File: src/rtl/mem_wb_elastic.sv
// mem_wb_elastic
// --------------
// Two-entry elastic pipeline register between the MEM and WB stages of
// the pipeline. The head register drives the wb_* outputs directly. The
// skid register catches one extra result while WB is stalled. Because of
// the skid, in_ready can be a flop with no combinational path from
// wb_ready.
//
// Handshake: a transfer happens on a rising clk edge when valid and ready
// are both 1 on that side. A producer holds valid and payload steady
// until it sees ready. in_ready depends only on the state and never on
// in_valid or wb_ready in the same cycle. The wb_* payload stays stable
// while wb_valid=1 and wb_ready=0.
//
// Ports
//   clk, rst        clock; asynchronous active-low reset
//   in_valid/ready  MEM-side handshake (in_ready is registered)
//   mem_*           incoming payload: wd, wreg, wdata, whilo, hi, lo
//   flush           synchronous discard of all held entries
//   wb_valid/ready  WB-side handshake
//   wb_*            head-entry payload (NOP whenever wb_valid=0)
//   occupancy       held entries 0..2; equal to the FSM state encoding
//   flush_cnt       saturating count of entries discarded by flush
module mem_wb_elastic #(
  parameter int DATA_W  = 32,
  parameter int ADDR_W  = 5,
  parameter int HILO_EN = 1
) (
  input  logic              clk,
  input  logic              rst,
  input  logic              in_valid,
  output logic              in_ready,
  input  logic [ADDR_W-1:0] mem_wd,
  input  logic              mem_wreg,
  input  logic [DATA_W-1:0] mem_wdata,
  input  logic              mem_whilo,
  input  logic [DATA_W-1:0] mem_hi,
  input  logic [DATA_W-1:0] mem_lo,
  input  logic              flush,
  output logic              wb_valid,
  input  logic              wb_ready,
  output logic [ADDR_W-1:0] wb_wd,
  output logic              wb_wreg,
  output logic [DATA_W-1:0] wb_wdata,
  output logic              wb_whilo,
  output logic [DATA_W-1:0] wb_hi,
  output logic [DATA_W-1:0] wb_lo,
  output logic [1:0]        occupancy,
  output logic [7:0]        flush_cnt
);

  // Payload packing: {wd, wreg, wdata, whilo, hi, lo}. An all-zero
  // vector is the NOP payload.
  localparam int PW = ADDR_W + 2 + 3 * DATA_W;
  localparam logic [PW-1:0] NOP = '0;

  // The state encoding equals the entry count, so occupancy is the
  // state register itself.
  typedef enum logic [1:0] {
    EMPTY = 2'd0,
    ONE   = 2'd1,
    FULL  = 2'd2
  } state_e;

  state_e        state_q, state_d;
  logic [PW-1:0] head_q, head_d;
  logic [PW-1:0] skid_q, skid_d;
  logic          in_ready_q, in_ready_d;
  logic [7:0]    flush_cnt_q, flush_cnt_d;

  logic              in_whilo;
  logic [DATA_W-1:0] in_hi, in_lo;
  logic [PW-1:0]     in_pl;
  logic              in_xfer, out_xfer;
  logic [8:0]        cnt_sum;

  // With the HI/LO path disabled, zeros are stored so those register
  // bits stay constant and can be optimised away.
  generate
    if (HILO_EN != 0) begin : g_hilo_in
      assign in_whilo = mem_whilo;
      assign in_hi    = mem_hi;
      assign in_lo    = mem_lo;
    end else begin : g_no_hilo_in
      assign in_whilo = 1'b0;
      assign in_hi    = '0;
      assign in_lo    = '0;
    end
  endgenerate

  assign in_pl    = {mem_wd, mem_wreg, mem_wdata, in_whilo, in_hi, in_lo};
  assign wb_valid = (state_q != EMPTY);
  assign in_xfer  = in_valid & in_ready_q;
  assign out_xfer = wb_valid & wb_ready;
  assign cnt_sum  = {1'b0, flush_cnt_q} + {7'd0, state_q};

  always_comb begin
    state_d     = state_q;
    head_d      = head_q;
    skid_d      = skid_q;
    flush_cnt_d = flush_cnt_q;
    case (state_q)
      EMPTY: begin
        if (in_xfer) begin
          head_d  = in_pl;
          state_d = ONE;
        end
      end
      ONE: begin
        if (in_xfer && !out_xfer) begin
          skid_d  = in_pl;
          state_d = FULL;
        end else if (in_xfer && out_xfer) begin
          head_d  = in_pl;
        end else if (out_xfer) begin
          head_d  = NOP;
          state_d = EMPTY;
        end
      end
      FULL: begin
        // in_ready_q is 0 here, so only the output side can move.
        if (out_xfer) begin
          head_d  = skid_q;
          skid_d  = NOP;
          state_d = ONE;
        end
      end
      default: begin
        head_d  = NOP;
        skid_d  = NOP;
        state_d = EMPTY;
      end
    endcase
    // Flush overrides everything, including an input in the same cycle.
    if (flush) begin
      head_d      = NOP;
      skid_d      = NOP;
      state_d     = EMPTY;
      flush_cnt_d = cnt_sum[8] ? 8'hFF : cnt_sum[7:0];
    end
    in_ready_d = (state_d != FULL);
  end

  always_ff @(posedge clk or negedge rst) begin
    if (!rst) begin
      state_q     <= EMPTY;
      head_q      <= NOP;
      skid_q      <= NOP;
      in_ready_q  <= 1'b1;
      flush_cnt_q <= 8'd0;
    end else begin
      state_q     <= state_d;
      head_q      <= head_d;
      skid_q      <= skid_d;
      in_ready_q  <= in_ready_d;
      flush_cnt_q <= flush_cnt_d;
    end
  end

  logic              head_whilo;
  logic [DATA_W-1:0] head_hi, head_lo;

  assign {wb_wd, wb_wreg, wb_wdata, head_whilo, head_hi, head_lo} = head_q;

  generate
    if (HILO_EN != 0) begin : g_hilo_out
      assign wb_whilo = head_whilo;
      assign wb_hi    = head_hi;
      assign wb_lo    = head_lo;
    end else begin : g_no_hilo_out
      assign wb_whilo = 1'b0;
      assign wb_hi    = '0;
      assign wb_lo    = '0;
    end
  endgenerate

  assign in_ready  = in_ready_q;
  assign occupancy = state_q;
  assign flush_cnt = flush_cnt_q;

endmodule

File: config.mk
export PLATFORM = sky130hd
export DESIGN_NAME = mem_wb_elastic
export DESIGN_NICKNAME = d
export VERILOG_FILES = /design/src/rtl/mem_wb_elastic.sv
export SDC_FILE = /design/constraint.sdc
export NUM_CORES = 1
export LEC_CHECK = 0
export ABC_AREA = 1
export CAP_MARGIN = 20
export CORE_MARGIN = 1
export CORE_UTILIZATION = 40
export CTS_CLUSTER_SIZE = 10
export DETAILED_ROUTE_END_ITERATION = 6
export PLACE_DENSITY = 0.72
export SLEW_MARGIN = 40
export SYNTH_ARGS = -nofsm -noshare
export SYNTH_HDL_FRONTEND = slang
export SYNTH_SLANG_ARGS = --single-unit
File: constraint.sdc
create_clock -name clk -period 2.32 [get_ports clk]
set_input_delay 0.348 -clock clk [delete_from_list [all_inputs] [get_ports clk]]
set_output_delay 0.348 -clock clk [all_outputs]
set_load 0.05 [all_outputs]
### Word-level counts from Yosys, hierarchy flattened

Index checks and enable logic that the tools add are counted.
Widths: inputs -> output; s select.

| storage, ports and cells | value |
|---|---|
| register bits | 217 |
| bits in latches | 0 |
| memory bits (writable) | 0 |
| memory bits (read-only) | 0 |
| input bits | 108 |
| word-level logic and storage cells | 42 |
| memories | 0 |

| operators by class | value |
|---|---|
| add/subtract/negate cells | 1 |
| multiply operators | 0 |
| divide/modulo/power cells | 0 |
| order comparisons | 0 |
| equality and inequality tests | 9 |
| shift-type cells | 0 |
| multiplexer cells | 18 |
| bitwise operators | 2 |
| reductions and logical operators | 7 |

Operators by type and width:

| operator | count |
|---|---|
| $mux 103 | 8 |
| $pmux 103 s3 | 2 |
| $mux 2 | 6 |
| $ne 3x3->1 const B | 4 |
| $add 8x2->9 | 1 |
| $mux 8 | 1 |
| $pmux 2 s3 | 1 |
| $ne 2x2->1 const B | 2 |
| $ne 4x4->1 const B | 1 |
| $reduce_and 4->1 | 1 |
| $reduce_and 3->1 | 1 |
| $and 1x1->1 | 2 |
| $eq 2x1->1 const B | 1 |
| $eq 2x2->1 const B | 1 |
| $logic_and 1x1->1 | 2 |
| $logic_not 2->1 | 1 |
| $reduce_bool 2->1 | 1 |
| $logic_not 1->1 | 1 |

### Longest topological paths before layout

Gate-level depths: netlist of the first run.

| logic depth | value |
|---|---|
| depth after elaboration | 8 |
| mapped depth | 10 |
| gate-level depth less buffers | 9 |

### Least setup slack after synthesis of the first run

OpenSTA, ideal clock, no wires.

| timing | value |
|---|---|
| kind | register -> register |
| from | register state_q[1], in the netlist occupancy[1] |
| to | register head_q[0] |
| library setup time | 0.118 ns |
| arrival time | 1.979 ns |
| slack | 0.223 ns |
| stages on the path, launching flop included | 11 |
| path buffers | 3 |
| period minus slack after synthesis | 2.097 ns |
| cell sequence | dfrtp_1 > buf_4 > inv_2 > nand2_1 > nand2_1 > nand3_1 > inv_2 > buf_2 > buf_4 > nand2_1 > nand2_1 |

| on the way | value |
|---|---|
| word-level cells in the longest chain between the ends | 7 |
| elaborated cells on any way between the ends | 17 |
| classes of those cells | eq/ne: 6; mux: 4; bitwise: 1; reduce/logical: 6 |

Ends and longest elaborated chain:

| element | line | source |
|---|---|---|
| from (decl) | 65 | `state_e state_q, state_d;` |
| from (signal assigned) | 152 | `state_q <= state_d;` |
| $reduce_bool 2->1 (*) | 92 | `assign wb_valid = (state_q != EMPTY);` |
| via wb_valid | 40 | `output logic wb_valid,` |
| $and 1x1->1 (*) | 94 | `assign out_xfer = wb_valid & wb_ready;` |
| $logic_and 1x1->1 | 113 | `end else if (in_xfer && out_xfer) begin` |
| $mux 103 | 113 |  |
| $mux 103 | 110 | `if (in_xfer && !out_xfer) begin` |
| $pmux 103 s3 | 102 | `case (state_q)` |
| $mux 103 | 135 | `if (flush) begin` |
| to (signal assigned) | 147 | `head_q <= NOP;` |
| to (signal assigned) | 153 | `head_q <= head_d;` |
| to (decl) | 66 | `logic [PW-1:0] head_q, head_d;` |

Mark *: on every way through the listed nets, which the timed path passes. The rest lies on a longest branch. The select of a mux whose other input is x is not followed.
A chain may end at the register's enable or synchronous reset.

### Final worst setup path of the first run

| timing | value |
|---|---|
| from | register in_ready_q, in the netlist in_ready |
| to | output in_ready |

RTL lines:

| element | line | source |
|---|---|---|
| from (decl) | 68 | `logic in_ready_q, in_ready_d;` |
| from (signal assigned) | 155 | `in_ready_q <= in_ready_d;` |
| to (decl) | 32 | `output logic in_ready,` |

No word-level cell between the ends.

==> reports/results.tsv, run 1 <==
metric	value	unit
grt_pass1_wl	62400	um
nNetsFinal	2238	
timing.final.ws_setup	0.0589	ns
postRouteAntennaNets	0	
cts_tree	built	
cpPeakStageDelay	0.82	ns
netlist_area	12600	um2
slew_headroom	47.9	%
clkTransAtPathRegs	0.06	ns
synth_area_leaders	dfrtp_1 43%, nand2_1 28%, nand3_1 8.8%	
timing.fmax	442	MHz
antenna_cells	0	
period_share	97.5	%
grt_usage	23.3	%
post-dp-hpwl	22800	um
critPathArrivalTime	1.91	ns
grt_antenna_before_repair	1	
final-setup-viol-count	0	
io_buffers	222	
dr.pass1.iters	7	
synth_top_family_by_area	simple AND/OR/NAND/NOR gates	
wl	37200	um
drt_iter0_drc	1025	
cp_top_family	buffers and inverters	
wl_met3	2370	um
die_h	180	um
gp_congestion	0.808	
hold_class	in2reg	
synthMuxAreaShare	0	%
final_util	51.8	%
yosysSeqAreaShare	43.0	%
cts_resized	0	
die_width	180	um
io_pins	223	
cp_cell_sequence	clkdlybuf4s50_1	
via_per_inst	4.95	
ys_warn_count	0	
grt_pass1_vias	12209	
cts.path.max_buffers	3	
grt.overflow.total	0	
vias	12564	
final.setup.tns	0	ns
rr_worst_depth	8	
maxSlewViolCount	0	
dp_slack	0.365	ns
path_depth	1	
critPathBufInv	1	
grt_max_degree	86	
rsz0062_at_grt	no	
required	1.97	ns
route.top_layer_used	met5	
post-cts-setup-buffers	0	
cp-startpoint	in_ready	
layout.cells.non_filler	2537	
m1WireLength	16500	um
finalCriticalPeriod	2.26	ns
synth.distinct_cells	22	
cp_slowest_cell	clkdlybuf4s50_1	
htree_num_levels	1	
wl_met2	17200	um
crit_path_start_kind	flop	
p_leak	8.95	nW
wl_per_cell	14.7	um
yosys.area_share.simple	44.8	%
clk_latency	0.53	ns
dieArea	32300	um2
synth_fa_ha_area_share	0.357	%
vdd_drop_max	0.612	mV
violations	design-rule violations	
cp-endpoint	in_ready	
power_per_cell_area	693	nW/um2
numCtsBuffers	26	
worstSetupPathType	reg2out	
synth-xor-area-share	0.0694	%
initial_core_util	41.0	%
status	complete, but fails checks	
rows	64	
drive_above_1_share	3.88	%
drc_errors	11	
worst_pin_slew	0.781	ns
syn_to_final_growth	26.6	%
critical_path.max_fanout	3	
n_fill_cell	2903	
finalHoldViolCount	0	
yosys_register_bits	217	
worstHoldPathCells	4	
synth_area_per_cell	6.39	um2
min_from	flush	
synth_fp_nets	2088	
worstSetupEndpointType	output pin	
syn_inst	1977	
synth_top_cell_area_share	42.8	%
r2r-start	occupancy[0]	
yosysTopAreaCell	dfrtp_1	
placedCellCount	2494	
r2r-end	flush_cnt[7]	
core	30800	um2
root_buffer	clkbuf_16	
finClkSkew	0.0149	ns
regToRegSetupSlack	0.33	ns
synth_compound_area_share	0.218	%
cts.sinks	217	
cap_violations	0	
==> worst min path at each step <==
stage,endpoint
floorplan,flush_cnt[0]
global placement,head_q[29]
detailed placement,head_q[29]
CTS,in_ready
global route,flush_cnt[1]
finish,flush_cnt[1]
==> report_power, final <==
| part | leakage, nW | switching [mW] | total, mW | internal (mW) |
|---|---|---|---|---|
| combinational | 5.66 | 2.01 | 2.96 | 0.953 |
| sequential | 2.92 | 0.218 | 4.31 | 4.09 |
| clock | 0.374 | 1.58 | 3.82 | 2.24 |
==> metrics by stage <==
step	cell area (um2)	power (mW)	hold WS, ns
after floorplan	12600	6.17	0.0524
after global placement	15200	7.28	0.270
after detailed placement	15200	7.33	0.275
after CTS	16000	11.2	0.136
after global routing	16000	11.6	0.156
final	16000	11.1	0.161
==> cell usage after synthesis <==
| cell type | n |
|---|---|
| nor3_1 | 104 |
| a21oi_1 | 2 |
| nand4_1 | 1 |
| clkbuf_1 | 47 |
| buf_1 | 13 |
| inv_2 | 3 |
| nor2_4 | 1 |
| dfrtp_1 | 216 |
| inv_1 | 218 |
| buf_2 | 66 |
| a21boi_0 | 1 |
| nand2_1 | 957 |
| ha_1 | 2 |
| xor2_1 | 1 |
| nor2_1 | 108 |
| buf_4 | 9 |
| dfstp_2 | 1 |
| nand3b_1 | 2 |
| fa_1 | 1 |
| o21ai_0 | 2 |
| or2_2 | 1 |
| nand3_1 | 221 |
==> routing by layer <==
layer  vias to the layer above  GRT usage, %
met1                      5831          31.1
li1                       6271             -
met5                         -             0
met2                       387          38.3
met4                         2          8.93
met3                        73          3.59
==> cells in the final DEF (no fill, tap or decap), drive strengths merged <==
cell | Yosys | routed
nor3 | 104 | 104
clkbuf | 47 | 42
nor2 | 109 | 109
nand3 | 221 | 221
a21boi | 1 | 1
clkdlybuf4s50 | 0 | 217
dfrtp | 216 | 216
ha | 2 | 2
nand3b | 2 | 2
xor2 | 1 | 1
or2 | 1 | 1
inv | 221 | 219
nand2 | 957 | 957
clkinv | 0 | 2
dlygate4sd3 | 0 | 1
a21oi | 2 | 2
dfstp | 1 | 1
buf | 88 | 39
nand4 | 1 | 1
fa | 1 | 1
o21ai | 2 | 2
==> sequential cells by signal, summed over array words and instances (netlist names) <==
signal and cells:
head_q 103, skid_q 103, flush_cnt 8, occupancy 2
in_ready 1
==> cell type report <==
cell class	instances	area, um2	share of cell area (%)
flip-flops and latches	217	5440	34.0
inverters	221	835	5.22
repair buffers	257	2660	16.6
clock buffers	42	772	4.83
well taps	396	495	3.10
multi-input cells	1404	5790	36.2
==> cell families after synthesis <==
logic type	count (synthesis)
adder cells (fa/ha/maj)	3
XOR/XNOR	1
flip-flops	217
AND/OR/NAND/NOR	1395
AO/OA/AOI/OAI	5
buffers and inverters	356
==> timing repair <==
| item | CTS | global route |
|---|---|---|
| hold buffers | 1 | 0 |
| endpoints found under the hold margin | 37 | 0 |
| setup endpoints to repair | 0 | 0 |
Note: power is estimated with default switching activity, not from simulation.
==> run 2: changes to the inputs <==
--- a/config.mk
+++ b/config.mk
@@ -11,7 +11,7 @@
 export CORE_UTILIZATION = 40
 export CTS_CLUSTER_SIZE = 10
 export DETAILED_ROUTE_END_ITERATION = 6
-export PLACE_DENSITY = 0.72
+export PLACE_DENSITY = 0.75
 export SLEW_MARGIN = 40
 export SYNTH_ARGS = -nofsm -noshare
 export SYNTH_HDL_FRONTEND = slang
==> constraint.sdc (replaced) <==
create_clock -name clk -period 1.85 [get_ports clk]
set_input_delay 0.2775 -clock clk [delete_from_list [all_inputs] [get_ports clk]]
set_output_delay 0.2775 -clock clk [all_outputs]
set_load 0.05 [all_outputs]
==> run 2 against run 1 <==
  * The run still ends with design-rule violations left
  * Total power rose by 30%
  * Register-to-register slack lost 0.23 ns
  * Hold slack worse by 0.041 ns
  * Worst setup slack worse by 0.010 ns
  * First-iteration DRC count decreased by 3.6%
  * Die area unchanged
  * Highest routed layer unchanged
==> reports/results.tsv, run 2 (same netlist as run 1, synthesis figures left out) <==
metric	value	unit	change
status	complete, but fails checks		
violations	design-rule violations		
final_util	52.4	%	+0.54 points
finalHoldViolCount	0		unchanged
grt_pass1_wl	62300	um	-0.18%
power	14.4	mW	+30%
n_fill_cell	2944		+1.4%
dieArea	32300	um2	unchanged
layout.cells.non_filler	2547		+0.39%
syn_to_final_growth	27.9	%	
rows	64		unchanged
grt_usage	23.1	%	-0.24 points
critPathArrivalTime	1.52	ns	-0.39 ns
wl	37400	um	+0.39%
htree_num_levels	1		unchanged
timing.fmax	555	MHz	
via_per_inst	5.04		+1.8%
vias	12840		+2.2%
period_share	97.4	%	
dp_slack	-0.0760	ns	-0.441 ns
mostFrequentLayoutCell	nand2_1		
grt_antenna_before_repair	4		+3
vdd_drop_max	0.752	mV	+23%
layout_common_cells	953 x nand2_1, 218 x nand3_1, 217 x inv_1		
worst_pin_slew	0.605	ns	-0.176 ns
rsz0062_at_grt	no		
p_leak	9.47	nW	+5.7%
worstSetupEndpointType	output pin		
fin_hold_ws	0.120	ns	-0.0413 ns
seqCellArea	5440	um2	about the same
core	30800	um2	unchanged
post-dp-hpwl	23200	um	+1.7%
placedCellCount	2498		+0.16%
die_width	180	um	unchanged
io_buffers	222		unchanged
drive_above_1_share	5.68	%	+1.8 points
required	1.57	ns	-0.40 ns
wl_per_cell	14.7	um	about the same
final.setup.tns	0	ns	unchanged
finalCriticalPeriod	1.80	ns	
power_per_cell_area	892	nW/um2	+29%
nNetsFinal	2246		+0.36%
cts_tree	built		
maxSlewViolCount	0		unchanged
die_h	180	um	unchanged
critical_path.max_fanout	38		+35
postLayoutCellArea	16100	um2	+1.0%
timing.final.ws_setup	0.0489	ns	-0.00999 ns
dr.pass1.iters	7		unchanged
io_pins	223		unchanged
multi_input_area	5800	um2	+0.26%
crit_path_start_kind	flop		
grt_max_degree	163		+90%
root_buffer	clkbuf_16		
postRouteAntennaNets	0		unchanged
cts.path.max_buffers	3		unchanged
grt_pass1_vias	12615		+3.3%
gp_congestion	0.790		-2.3%
grt.overflow.total	0		unchanged
cts.sinks	217		unchanged
cap_violations	0		unchanged
final-setup-viol-count	0		unchanged
drc_errors	12		+1
initial_core_util	41.0	%	unchanged
finClkSkew	0.00856	ns	-0.00632 ns
worstSetupPathType	reg2out		
hold_class	in2reg		
numCtsBuffers	28		+7.7%
clkTransAtPathRegs	0.05	ns	about the same
clk_latency	0.54	ns	about the same
post_dp_cell_area	15300	um2	+0.51%
slew_headroom	59.6	%	+12 points
drt_iter0_drc	988		-3.6%
-- run 2: area by class of cell --
| cell class | instances | share of cell area, % |
|---|---|---|
| Antenna cell | 3 | 0.0465 |
| Clock buffer | 39 | 5.16 |
| Clock inverter | 4 | 0.449 |
| Inverter | 221 | 5.18 |
| Multi-Input combinational cell | 1404 | 35.9 |
| Sequential cell | 217 | 33.7 |
| Tap cell | 396 | 3.07 |
| Timing Repair Buffer | 263 | 16.5 |
-- run 2: worst paths after layout --
check	end	cells past startpoint	startpoint	slack [ns]
setup reg to reg	skid_q[8]	6	occupancy[1]	0.10
setup / recovery	occupancy[1]	2	occupancy[1]	0.05
min in group asynchronous	head_q[34]	2	rst	0.28
max in group asynchronous	head_q[12]	3	rst	0.86
hold / removal	in_ready	3	flush	0.12
hold reg to reg	head_q[34]	2	head_q[34]	0.47
-- run 2: where the power goes --
group          switching (mW)  internal (mW)  total (mW)  leakage (nW)
combinational            2.54           1.07        3.61          6.11
clock                    2.06           3.35        5.41         0.444
sequential              0.258           5.13        5.39          2.92
-- run 2: layer usage --
metal,GRT usage [%],vias up,part of all wire [%],wire [um]
li1,-,6277,-,-
met4,8.86,2,2.9,1090
met3,4.25,77,7.4,2750
met1,30.0,6003,43,16100
met2,38.3,481,47,17400
met5,0,-,0.032,12
-- run 2: what timing repair did --
item / CTS / global route
hold buffers: 1 / 0
setup buffers: 0 / 1
setup endpoints to repair: 100 / 69
endpoints found under the hold margin: 56 / 0
pin swaps: 0 / 0
gates resized for setup: 99 / 3
gates cloned: 0 / 1
-- run 2: worst max-delay path, stage by stage (launching register included) --
cell and delay [ns]:
dfrtp_4 0.50, buf_8 0.28, buf_12 0.18
